===== src/rtl/logic_op_stream.sv =====
// Streaming bitwise AND/OR stage with a small result FIFO and transfer counter.
// Define LOGIC_OP_XOR_EN to add an out_xor result lane.
module logic_op_stream #(
    parameter int WIDTH = 4,
    parameter int DEPTH = 2,
    parameter int CNT_W = 8
) (
    input  logic             clk,
    input  logic             rst,
    input  logic             in_valid,
    output logic             in_ready,
    input  logic [WIDTH-1:0] in_a,
    input  logic [WIDTH-1:0] in_b,
    output logic             out_valid,
    input  logic             out_ready,
    output logic [WIDTH-1:0] out_and,
    output logic [WIDTH-1:0] out_or,
`ifdef LOGIC_OP_XOR_EN
    output logic [WIDTH-1:0] out_xor,
`endif
    output logic [CNT_W-1:0] txn_count
);

    localparam int PW = (DEPTH > 1) ? $clog2(DEPTH) : 1;
    localparam int CW = $clog2(DEPTH + 1);
    localparam logic [CW-1:0] CNT_EMPTY = '0;
    localparam logic [CW-1:0] CNT_FULL  = CW'(DEPTH);
    localparam logic [CW-1:0] CNT_ONE   = CW'(1);
    localparam logic [PW-1:0] PTR_ONE   = PW'(1);
    localparam logic [CNT_W-1:0] TXN_ONE = CNT_W'(1);

    logic [PW-1:0]    wr_q, wr_d;
    logic [PW-1:0]    rd_q, rd_d;
    logic [CW-1:0]    cnt_q, cnt_d;
    logic [CNT_W-1:0] txn_q, txn_d;
    logic             push, pop;

    logic [WIDTH-1:0] and_q [DEPTH];
    logic [WIDTH-1:0] or_q  [DEPTH];
`ifdef LOGIC_OP_XOR_EN
    logic [WIDTH-1:0] xor_q [DEPTH];
`endif

    // Handshake flags depend only on registered occupancy.
    assign out_valid = (cnt_q != CNT_EMPTY);
    assign in_ready  = (cnt_q != CNT_FULL);
    assign push      = in_valid && in_ready;
    assign pop       = out_valid && out_ready;

    always_comb begin
        wr_d  = wr_q;
        rd_d  = rd_q;
        cnt_d = cnt_q;
        txn_d = txn_q;
        if (push) begin
            wr_d = wr_q + PTR_ONE;
        end
        if (pop) begin
            rd_d  = rd_q + PTR_ONE;
            txn_d = txn_q + TXN_ONE;
        end
        case ({push, pop})
            2'b10:   cnt_d = cnt_q + CNT_ONE;
            2'b01:   cnt_d = cnt_q - CNT_ONE;
            default: cnt_d = cnt_q;
        endcase
    end

    always_ff @(posedge clk) begin
        if (rst) begin
            wr_q  <= '0;
            rd_q  <= '0;
            cnt_q <= '0;
            txn_q <= '0;
        end else begin
            wr_q  <= wr_d;
            rd_q  <= rd_d;
            cnt_q <= cnt_d;
            txn_q <= txn_d;
        end
    end

    // Storage needs no reset; reads are masked while empty.
    always_ff @(posedge clk) begin
        if (push && !rst) begin
            and_q[wr_q] <= in_a & in_b;
            or_q[wr_q]  <= in_a | in_b;
`ifdef LOGIC_OP_XOR_EN
            xor_q[wr_q] <= in_a ^ in_b;
`endif
        end
    end

    assign out_and   = out_valid ? and_q[rd_q] : '0;
    assign out_or    = out_valid ? or_q[rd_q]  : '0;
`ifdef LOGIC_OP_XOR_EN
    assign out_xor   = out_valid ? xor_q[rd_q] : '0;
`endif
    assign txn_count = txn_q;

endmodule


===== config.mk =====
export PLATFORM = sky130hd
export DESIGN_NAME = logic_op_stream
export DESIGN_NICKNAME = d
export VERILOG_FILES = /design/src/rtl/logic_op_stream.sv
export SDC_FILE = /design/constraint.sdc
export NUM_CORES = 1
export LEC_CHECK = 0
export CORE_ASPECT_RATIO = 0.8
export CORE_UTILIZATION = 51
export CTS_CLUSTER_DIAMETER = 80
export DETAILED_ROUTE_END_ITERATION = 6
export DONT_BUFFER_PORTS = 1
export GPL_TIMING_DRIVEN = 0
export PLACE_DENSITY = 0.71
export RECOVER_POWER = 25
export SLEW_MARGIN = 0
export SYNTH_ARGS = -nofsm -noshare
export SYNTH_HDL_FRONTEND = slang
export SYNTH_SLANG_ARGS = --single-unit

===== constraint.sdc =====
create_clock -name clk -period 2.2 [get_ports clk]
set_input_delay 0.44 -clock clk [delete_from_list [all_inputs] [get_ports clk]]
set_output_delay 0.44 -clock clk [all_outputs]
set_load 0.05 [all_outputs]

# Word level (Yosys, flattened, before mapping)
# Memories as Yosys holds them, arrays and structs flattened. A register that Yosys moved wholly into a read port is not among the register bits.
# Index checks and enable logic that the tools add are counted.
# op_classes
addsub	5
n_eq_ne	3
n_mux	9
n_bitwise	2
reduce_logical	6
# ops
op	count
$add A8 B1 Y8 const B	1
$mux W4	2
$mux W1	6
$and A4 B4 Y4	1
$or A4 B4 Y4	1
$pmux W2 S2	1
$reduce_bool A2 Y1	2
$logic_and A1 B1 Y1	3
$add A1 B1 Y1 const B	2
$add A2 B1 Y2 const B	1
$eq A2 B1 Y1 const B	1
$eq A2 B2 Y1 const B	1
$ne A2 B2 Y1 const B	1
$sub A2 B1 Y2 const B	1
$logic_not A1 Y1	1
# word_totals
ff_bits	12
ramBits	16
in_bits	12
out_inout_bits	18
wordCells	31
memories	2
# mem_list
memory	words	width	read_ports	rd_clocked_by_memory_dff	wr	line	rtl
and_q	2	4	1	1	1	38	logic [WIDTH-1:0] and_q [DEPTH];
or_q	2	4	1	1	1	39	logic [WIDTH-1:0] or_q [DEPTH];

# Logic depth before layout (Yosys ltp)
# logic_depth
ltp_word	5
depth_mapped	8
mapped_depth_nobuf	7

# Worst setup path after synthesis
# Ideal clock, no wire load.
# synth_path
path_type	reg2reg
start	register cnt_q[0]
end	memory and_q[1][0] (enable)
arrival_time_ns	1.719
required_time_ns	1.815
setup_slack_ns	0.095
path_stages_with_launch	6
n_path_buf	1
period_less_slack_ns	2.105
path_cell_list	dfxtp_1 -> buf_2 -> nor2b_1 -> inv_1 -> nand2_1 -> nor3b_1
# synth_via
elab_chain_cells	5
# synth_rtl
item	line	rtl
start, declared	34	logic [CW-1:0] cnt_q, cnt_d;
start signal, assigned	78	cnt_q <= cnt_d;
$ne A2 B2 Y1	46	assign in_ready = (cnt_q != CNT_FULL);
via in_ready	11	output logic in_ready,
$logic_and A1 B1 Y1	47	assign push = in_valid && in_ready;
$logic_and A1 B1 Y1	85	if (push && !rst) begin
$mux W1	85	
$mux W1 (implied by the code)	86	and_q[wr_q] <= in_a & in_b;
end, declared	38	
# The timed path passes the listed nets, and every way through them passes these cells.

==> results.ini <==
[drt]
drt_first_pass_iters=5
ant_nets=0
viasPerCell=5.80
drc=4
drt_iter0_markers=26
vias=818
wirelength_um=2210
post_drt_wl_per_cell_um=15.7

[outcome]
status=finished, violations left
violations=DRC

[clock_tree]
clockBufferDepth=2
cts_root_buffer=clkbuf_4
cts_tree=done
cts_made_buffers=5
clk_latency_ns=0.33
postCtsSetupBuffers=0
cts.sinks=29
clk_pin_slew_ns=0.09
htreeDepth=2

[timing]
finalHoldViolCount=0
rsz0062_at_grt=true
drv_slew=0
setup_slack_ns=0.000328
clock.fmax_mhz=455
slew_headroom=0.560
worstMarginPinSlew_ns=0.657
setup_viol=0
final.min_clock_period_ns=2.20
finalClockSkew_ns=0.00613
period_share=1.00
hold_ws_ns=0.166

[setup_path]
end_kind=output pin
cp_max_fo=8
worst-r2r-cell-count=7
path_cells=clkbuf_1 > mux2i_1 > nor2_2
slowest_delay_ns=0.48
setup.worst_path.start_class=register
setup.worst_path.class=register to output pin
worst_ep_required_time_ns=1.76
critPathArrivalTime_ns=1.76
cp_slowest_cell=nor2_2

[grt]
gr-usage-all-layers=0.199
grt_pass1_vias=795
antenna_found_initial=0
grt_max_degree=11
gr-total-overflow=0
grt_pass1_wl_um=3640

[power_and_ir_drop]
peakVddDrop_mv=0.778
power.total_mw=1.96
power_density_nw_per_um2=1410
cellLeakagePower_nw=0.474

[synthesis]
netlist.area_leader.share=0.390
synthTopCellsByArea=edfxtp_1 39%, dfxtp_1 21%, mux2i_1 7.3%
synthCells=108
synth_enable_flop_cells=16
synth.most_common_cell=edfxtp_1
yosys_warnings=0
synthArstFlopShare=0
synthesis.area_um2=1230
syn_nets=122
dominantRegCellSynth=edfxtp_1
synth-seq-area-share=0.601
synthTopCellsByCount=16 x edfxtp_1, 15 x nor2_1, 13 x dfxtp_1
synth_top_cell_by_area=edfxtp_1
synth.ff_latch_count=29
avgSynthCellArea_um2=11.4
yosys.cell_types.count=25

[cells_and_area]
fin_util=0.629
regArea_um2=742
nNetsFinal=129
fillers=186
multi_input_area_um2=507
final_layout_size_suffix_gt1_frac=0.224
synthToLayoutAreaGrowth_pct=13.0
n_antenna_cell=0

[floorplanning]
core_um2=2210
start_util=0.556
io_pins=30
die_w_um=57.0
dieArea_um2=2620
row_count=15
die_h_um=46.0

[placement]
place_congestion=0.732
portBuffers=0
dp_hpwl_um=1560
place_ws_ns=-0.290

[hold_path]
hold_depth=1
hold_class=primary input to register

[run]
maxCapViolCount=0

## stage by stage
step,instance area (um^2),setup TNS [ns],std cells
5_1_grt,1390,-0.294,141
2_1_floorplan,1230,0,108
4_1_cts,1380,0,141
3_5_place_dp,1260,-3.81,133
6_report,1390,0,141
3_3_place_gp,1260,-3.18,133
## cell usage in the layout (no fill, tap or decap), types with 2 or more instances in the layout
cell type  instances
nor2_1             6
or4_1              2
o31ai_1            2
mux2i_1            9
ha_1               2
clkbuf_1           3
inv_1              3
edfxtp_1          16
nand2_1            5
a21oi_1            7
xor2_1             4
dfxtp_1           12
or2_2              4
nor2_4             2
and2_0             4
clkbuf_4           5
o21ai_0            5
nor2_2             7
or3_1              5
## layer usage
layer  vias to the layer above  share of wire  GRT usage  wire length (um)
li1                        395              -          -                 -
met1                       389           0.44      0.228               977
met2                        28           0.46      0.315              1020
met3                         6          0.073     0.0966               162
met4                         0          0.021      0.102                46
met5                         -              0          0                 0
## final cells by class
| cell class | instances | area share |
|---|---|---|
| tap | 25 | 0.0225 |
| clock inverter | 1 | 0.0216 |
| sequential | 29 | 0.533 |
| buffer | 3 | 0.00898 |
| multi-input combinational | 72 | 0.364 |
| clock buffer | 7 | 0.0395 |
| inverter | 4 | 0.0108 |
## state kept, by name (all words and copies together) (netlist names), named ones only
name / cells
rd_q: 1
cnt_q: 2
wr_q: 1
txn_count: 8
and_q: 8
or_q: 8
## power breakdown
part           total (mW)  internal, mW  leakage (nW)  switching [mW]
registers           0.730         0.645         0.251          0.0851
logic               0.783         0.174         0.177           0.609
clock network       0.452         0.271        0.0455           0.181
## final timing paths
check | end | start | slack [ns]
setup reg to reg | cnt_q[1] | cnt_q[0] | 0.18
hold reg to reg | rd_q | rd_q | 0.52
hold / removal | txn_count[6] | rst | 0.17
setup / recovery | out_and[3] | register | 0.0003
## cell families (layout without fill, tap and decap cells)
logic type	count (synthesis)	count (layout)	share of synthesized area
and+or+nand+nor	39	39	0.159
DFF	29	29	0.601
AOI/OAI and AO/OA	17	17	0.0883
muxes	9	9	0.0731
buffers and inverters	7	15	0.0223
xor gates and xnor gates	5	5	0.0355
adders and majority gates	2	2	0.0203
## timing repair
item / in CTS / in global routing
hold buffers: 0 / 0
resized for setup: 11 / 4
setup endpoints to repair: 24 / 25
## critical path: cells and delay by family, from the launching register on
| family | cells | cell delay [ns] |
|---|---|---|
| flip-flops | 1 | 0.31 |
| multiplexers | 1 | 0.19 |
| AND/OR/NAND/NOR | 1 | 0.48 |
| buffers and inverters | 1 | 0.45 |
Power figures use the tool's default switching activity.
